[src/rtl/pong_autopilot.sv]
// rtl/pong_autopilot.sv - paddle/serve command generator for the pong game controller
//
// Purpose:
//   Runs once per frame. In auto mode it steers the paddle toward the ball and
//   serves after a fixed delay. In manual mode it registers the player's buttons
//   and serves on a rising edge of the start input. It also counts misses, where
//   a miss is the ball coming back to its home position during play.
//
// Ports:
//   clk_frame_i  in   frame clock, one rising edge per game update
//   rst_i        in   asynchronous active-high reset
//   auto_en_i    in   1 = autopilot, 0 = manual
//   man_btn_i    in   [0] down (+y), [1] up (-y), raw manual buttons
//   man_start_i  in   raw manual start level
//   ball_x_i     in   current ball x
//   ball_y_i     in   current ball y
//   pad_y_i      in   current paddle top y (paddle is 64 px tall)
//   btn_o        out  button command, same encoding as man_btn_i, never 11
//   start_o      out  one-frame start pulse
//   miss_cnt_o   out  saturating miss counter
//   state_o      out  0 WAIT_SERVE, 1 SERVE, 2 PLAY

module pong_autopilot #(
    parameter int SERVE_DELAY = 60,
    parameter int DEAD_BAND   = 4,
    parameter int REACT_X     = 320,
    parameter int CENTER_Y    = 207,
    parameter int HOME_X      = 36,
    parameter int HOME_Y      = 8
) (
    input  logic       clk_frame_i,
    input  logic       rst_i,
    input  logic       auto_en_i,
    input  logic [1:0] man_btn_i,
    input  logic       man_start_i,
    input  logic [9:0] ball_x_i,
    input  logic [9:0] ball_y_i,
    input  logic [9:0] pad_y_i,
    output logic [1:0] btn_o,
    output logic       start_o,
    output logic [7:0] miss_cnt_o,
    output logic [1:0] state_o
);

    typedef enum logic [1:0] {
        WAIT_SERVE = 2'd0,
        SERVE      = 2'd1,
        PLAY       = 2'd2,
        BAD_STATE  = 2'd3
    } state_t;

    localparam logic [7:0]  SERVE_LAST = 8'(SERVE_DELAY - 1);
    localparam logic [10:0] DB         = 11'(DEAD_BAND);
    localparam logic [10:0] IDLE_MID   = 11'(CENTER_Y + 32);
    localparam logic [9:0]  REACT_X_V  = 10'(REACT_X);
    localparam logic [9:0]  HOME_X_V   = 10'(HOME_X);
    localparam logic [9:0]  HOME_Y_V   = 10'(HOME_Y);

    state_t     state_q, state_d;
    logic [7:0] serve_cnt_q, serve_cnt_d;
    logic       left_home_q, left_home_d;
    logic [7:0] miss_cnt_q, miss_cnt_d;
    logic       man_start_q;
    logic       auto_q;
    logic [1:0] btn_q, btn_d;
    logic       start_q, start_d;

    logic        at_home;
    logic        man_start_rise;
    logic [10:0] centre;
    logic [10:0] target_top;
    logic [1:0]  steer_btn;

    assign at_home        = (ball_x_i == HOME_X_V) && (ball_y_i == HOME_Y_V);
    assign man_start_rise = man_start_i & ~man_start_q;

    // 11-bit arithmetic so pad_y + 32 and the dead-band sums cannot wrap.
    assign centre     = {1'b0, pad_y_i} + 11'd32;
    assign target_top = ((ball_x_i >= REACT_X_V) || (state_q != PLAY)) ? IDLE_MID
                                                                        : {1'b0, ball_y_i};

    always_comb begin
        steer_btn = 2'b00;
        if (target_top > centre + DB) begin
            steer_btn = 2'b01;
        end else if (target_top + DB < centre) begin
            steer_btn = 2'b10;
        end
    end

    always_comb begin
        state_d     = state_q;
        serve_cnt_d = serve_cnt_q;
        left_home_d = left_home_q;
        miss_cnt_d  = miss_cnt_q;

        case (state_q)
            WAIT_SERVE: begin
                left_home_d = 1'b0;
                if (auto_en_i) begin
                    if (serve_cnt_q == SERVE_LAST) begin
                        state_d     = SERVE;
                        serve_cnt_d = 8'd0;
                    end else begin
                        serve_cnt_d = serve_cnt_q + 8'd1;
                    end
                end else begin
                    serve_cnt_d = 8'd0;
                    if (man_start_rise) begin
                        state_d = SERVE;
                    end
                end
            end
            SERVE: begin
                state_d = PLAY;
            end
            PLAY: begin
                if (!at_home) begin
                    left_home_d = 1'b1;
                end
                // The ball sits at home for a few frames after the serve; only a
                // return after it has actually moved away counts as a miss.
                if (left_home_q && at_home) begin
                    if (miss_cnt_q != 8'hFF) begin
                        miss_cnt_d = miss_cnt_q + 8'd1;
                    end
                    state_d     = WAIT_SERVE;
                    serve_cnt_d = 8'd0;
                end
            end
            default: begin
                state_d     = WAIT_SERVE;
                serve_cnt_d = 8'd0;
            end
        endcase

        // A mode flip restarts the serve delay from zero.
        if (auto_en_i != auto_q) begin
            serve_cnt_d = 8'd0;
        end

        start_d = (state_q == SERVE);

        if (auto_en_i) begin
            btn_d = steer_btn;
        end else if (man_btn_i == 2'b11) begin
            btn_d = 2'b00;
        end else begin
            btn_d = man_btn_i;
        end
    end

    // auto_q resets to 1 so an auto-mode start does not see a spurious mode
    // change on the first frame; in manual mode the counter is held at 0 anyway.
    always_ff @(posedge clk_frame_i or posedge rst_i) begin
        if (rst_i) begin
            state_q     <= WAIT_SERVE;
            serve_cnt_q <= 8'd0;
            left_home_q <= 1'b0;
            miss_cnt_q  <= 8'd0;
            man_start_q <= 1'b0;
            auto_q      <= 1'b1;
            btn_q       <= 2'b00;
            start_q     <= 1'b0;
        end else begin
            state_q     <= state_d;
            serve_cnt_q <= serve_cnt_d;
            left_home_q <= left_home_d;
            miss_cnt_q  <= miss_cnt_d;
            man_start_q <= man_start_i;
            auto_q      <= auto_en_i;
            btn_q       <= btn_d;
            start_q     <= start_d;
        end
    end

    assign btn_o      = btn_q;
    assign start_o    = start_q;
    assign miss_cnt_o = miss_cnt_q;
    assign state_o    = state_q;

endmodule
[config.mk]
export PLATFORM = sky130hd
export DESIGN_NAME = pong_autopilot
export DESIGN_NICKNAME = d
export VERILOG_FILES = /design/src/rtl/pong_autopilot.sv
export SDC_FILE = /design/constraint.sdc
export NUM_CORES = 1
export LEC_CHECK = 0
export CORE_UTILIZATION = 60
export CTS_CLUSTER_DIAMETER = 30
export DETAILED_ROUTE_END_ITERATION = 7
export DONT_BUFFER_PORTS = 1
export PLACE_DENSITY = 0.76
export SETUP_SLACK_MARGIN = 0.05
export SLEW_MARGIN = 20
export SYNTH_ARGS = -nofsm -noshare
export SYNTH_HDL_FRONTEND = slang
export SYNTH_SLANG_ARGS = --single-unit
export TNS_END_PERCENT = 30
[constraint.sdc]
create_clock -name clk_frame_i -period 5.3 [get_ports clk_frame_i]
set_input_delay 1.06 -clock clk_frame_i [delete_from_list [all_inputs] [get_ports clk_frame_i]]
set_output_delay 1.06 -clock clk_frame_i [all_outputs]
set_load 0.005 [all_outputs]
==> impl_metrics.py <==
metrics = {
    "worst_setup_path": {
        "critical_path.n_buffers_inverters": 0,
        "worst_setup_path_start_kind": "input port",
        "critPathMaxStageDelay_ns": 0.72,
        "timing.critical_path.arrival_ns": 3.85,
        "reg2regPathDepth": 13,
        "cp.depth": 13,
        "path_class": "input port to flip-flop",
        "critical_path.max_fanout": 11,
        "critPathCaptureType": "flip-flop",
        "path_cells": "o21a_1 > nor3_1 > nand2b_1 > ha_1 > nand4_1 > nor2_1 > xnor2_1 > nor2_1 > ha_1 > o2111ai_1 > a21oi_1 > o221ai_1 > a22o_2",
        "cp.required_ns": 5.52,
        "crit_family": "simple AND/OR/NAND/NOR gates",
        "critical-path-slowest-cell": "sky130_fd_sc_hd__nor3_1",
    },
    "place": {
        "dpl-instance-area_sq_um": 2000,
        "gp_routability_congestion": 0.827,
        "number_of_placed_instances_taps_included": 261,
        "dp_hpwl_microns": 3370,
        "count_of_input_and_output_buffers": 0,
        "dp_worst_setup_slack_ns": 1.37,
    },
    "clocking": {
        "tritoncts.num_buffers": 3,
        "cts_num_sinks": 24,
        "ctsResizeCount": 0,
        "post_cts_hold_buffers": 0,
        "cts_tree": "built",
        "clk_root_buf": "sky130_fd_sc_hd__clkbuf_4",
        "clkSlewWorstSetupHoldPaths_ns": 0.12,
        "clock_latency_ns": 0.31,
        "cts.path.max_buffers": 2,
        "cts_setup_buffers": 0,
        "htree_num_levels": 1,
    },
    "drt": {
        "route.antenna.remaining_nets": 0,
        "drt_wl_cell_microns": 15.4,
        "drc": 0,
        "drt_pre_antenna_iters": 4,
        "totalWireLength_microns": 4080,
        "detail_route.iter0.violations": 101,
        "vias_per_cell": 6.08,
        "vias": 1611,
    },
    "floorplanning": {
        "initial_core_util_pct": 63.7,
        "floorplan.die_area_sq_um": 3500,
        "die_h_microns": 59.2,
        "core_sq_um": 3080,
        "chipWidth_microns": 59.2,
        "site_rows": 20,
        "design.portCount": 49,
    },
    "final_layout": {
        "flow.area_growth_from_synthesis_pct": 3.38,
        "layout.cells.most_common_list": "sky130_fd_sc_hd__ha_1, sky130_fd_sc_hd__dfrtp_1, sky130_fd_sc_hd__nor2_1",
        "finalCoreUtilization_pct": 65.9,
        "final_design_area_no_fill_sq_um": 2030,
        "layoutNonFillerInstCount": 265,
        "antenna-diode-count": 0,
        "design.final.nets": 282,
        "final_layout_size_suffix_gt1_share_pct": 4.07,
        "fillers": 269,
        "most_common_cell_after_layout_fill_and_taps_aside": "sky130_fd_sc_hd__ha_1",
    },
    "synthesis": {
        "synthDistinctLibCells": 41,
        "dominantRegCellSynth": "sky130_fd_sc_hd__dfrtp_1",
        "syn-instance-count": 221,
        "net_count_after_synthesis": 281,
        "synth-seq-cells": 24,
        "synthesis.area_sq_um": 1960,
        "ffs_w_async_s_r_synth_pct": 100,
        "synth-edff-count": 0,
        "sequential_fraction_of_the_synthesis_area_pct": 30.7,
        "yosys_warnings": 0,
        "syn_area_per_cell_sq_um": 8.87,
    },
    "sta": {
        "final_hold_viol_count": 0,
        "setup_ws_ns": 1.67,
        "timing_max_transition_violations_final": 0,
        "layout_min_cycle_time_ns": 3.63,
        "fin_worst_hold_slack_ns": 0.491,
        "timing.setup.tns_ns": 0,
        "least_margin_pin_slew_ns": 0.938,
        "period_share_pct": 68.5,
        "max_slew_margin_pct": 37.0,
        "clock-skew-final_ns": 0.00394,
        "setup_viol": 0,
        "max_freq_ghz": 0.275,
        "grt_setup_unrepaired": "no",
    },
    "global_routing": {
        "grt_first_pass_wirelength_microns": 6670,
        "first_global_vias": 1505,
        "maximum_number_of_pins_on_one_net_before_global_route_repair": 25,
        "antenna_found_initial": 0,
        "gr-usage-all-layers_pct": 24.8,
        "grt_overflow_total": 0,
    },
    "flow_run": {
        "drv.max_cap_violation_count": 0,
    },
    "min_path": {
        "min_path_cells": 1,
        "min_path_type": "flip-flop to flip-flop",
    },
    "power_and_ir_drop": {
        "design_power_total_uw": 478,
        "static_power_due_to_leakage_nw": 0.922,
        "cellPowerDensity_nw_per_um2": 236,
        "irDropWorstVdd_v": 0.000196,
    },
    "status": {
        "run_status": "finished clean",
    },
}
where the power goes:
part	internal, mW	switching [mW]	leakage [nW]
clock	0.0294	0.0523	0.0150
sequential	0.197	0.0153	0.318
combinational	0.0793	0.104	0.589
final timing paths:
check | from | end | slack, ns
max reg2reg | state_o[0] | btn_o[1] | 1.91
min reg2reg | serve_cnt_q[7] | serve_cnt_q[7] | 0.49
max in group asynchronous | rst_i | left_home_q | 3.94
min | serve_cnt_q[7] | serve_cnt_q[7] | 0.49
max | ball_x_i[7] | btn_o[1] | 1.67
min in group asynchronous | rst_i | serve_cnt_q[3] | 0.81
kinds of logic after synthesis:
| group | count (synthesis) | share of synthesized area, % |
|---|---|---|
| adder cells (fa/ha/maj) | 25 | 15.9 |
| XOR/XNOR | 24 | 10.7 |
| AO/OA/AOI/OAI | 39 | 13.0 |
| AND/OR/NAND/NOR | 93 | 26.2 |
| flip-flops | 24 | 30.7 |
| multiplexers | 1 | 0.574 |
| buffers and inverters | 15 | 2.87 |
cell usage after synthesis (all sizes together) (2+ instances only):
library cell	n	area, sq um
xor2	8	70.1
and2	3	18.8
a31oi	2	12.5
o31ai	3	22.5
nor2	19	71.3
inv	11	41.3
nand4	11	68.8
dfrtp	23	576
xnor2	16	140
or4	3	26.3
nand3	13	65.1
a41o	2	20.0
nor3	4	20.0
nand2b	8	57.6
nor4b	4	35.0
a21o	3	22.5
ha	24	300
o21a	3	22.5
and3	7	43.8
or3	2	12.5
a21oi	6	30.0
clkbuf	4	15.0
nor2b	4	25.0
o21ai	13	65.1
nand2	11	41.3
area by class of cell:
cell class | count | area [sq um] | area share [%]
Sequential cell | 24 | 602 | 29.7
Tap cell | 44 | 55.1 | 2.72
Clock buffer | 4 | 26.3 | 1.30
Multi-Input combinational cell | 182 | 1300 | 64.3
Inverter | 11 | 41.3 | 2.04
per-layer routing:
| metal | GRT usage (%) | wire length [microns] |
|---|---|---|
| met5 | 0 | 0 |
| met1 | 35.9 | 2000 |
| met4 | 3.06 | 0 |
| met3 | 5.02 | 260 |
| met2 | 39.3 | 1820 |
sequential cells by signal, summed over array words and instances (netlist names):
| name | count |
|---|---|
| miss_cnt_o | 8 |
| serve_cnt_q | 8 |
| btn_o | 2 |
| state_o | 2 |
| auto_q | 1 |
| left_home_q | 1 |
| man_start_q | 1 |
| start_o | 1 |
Power figures use the tool's default switching activity.
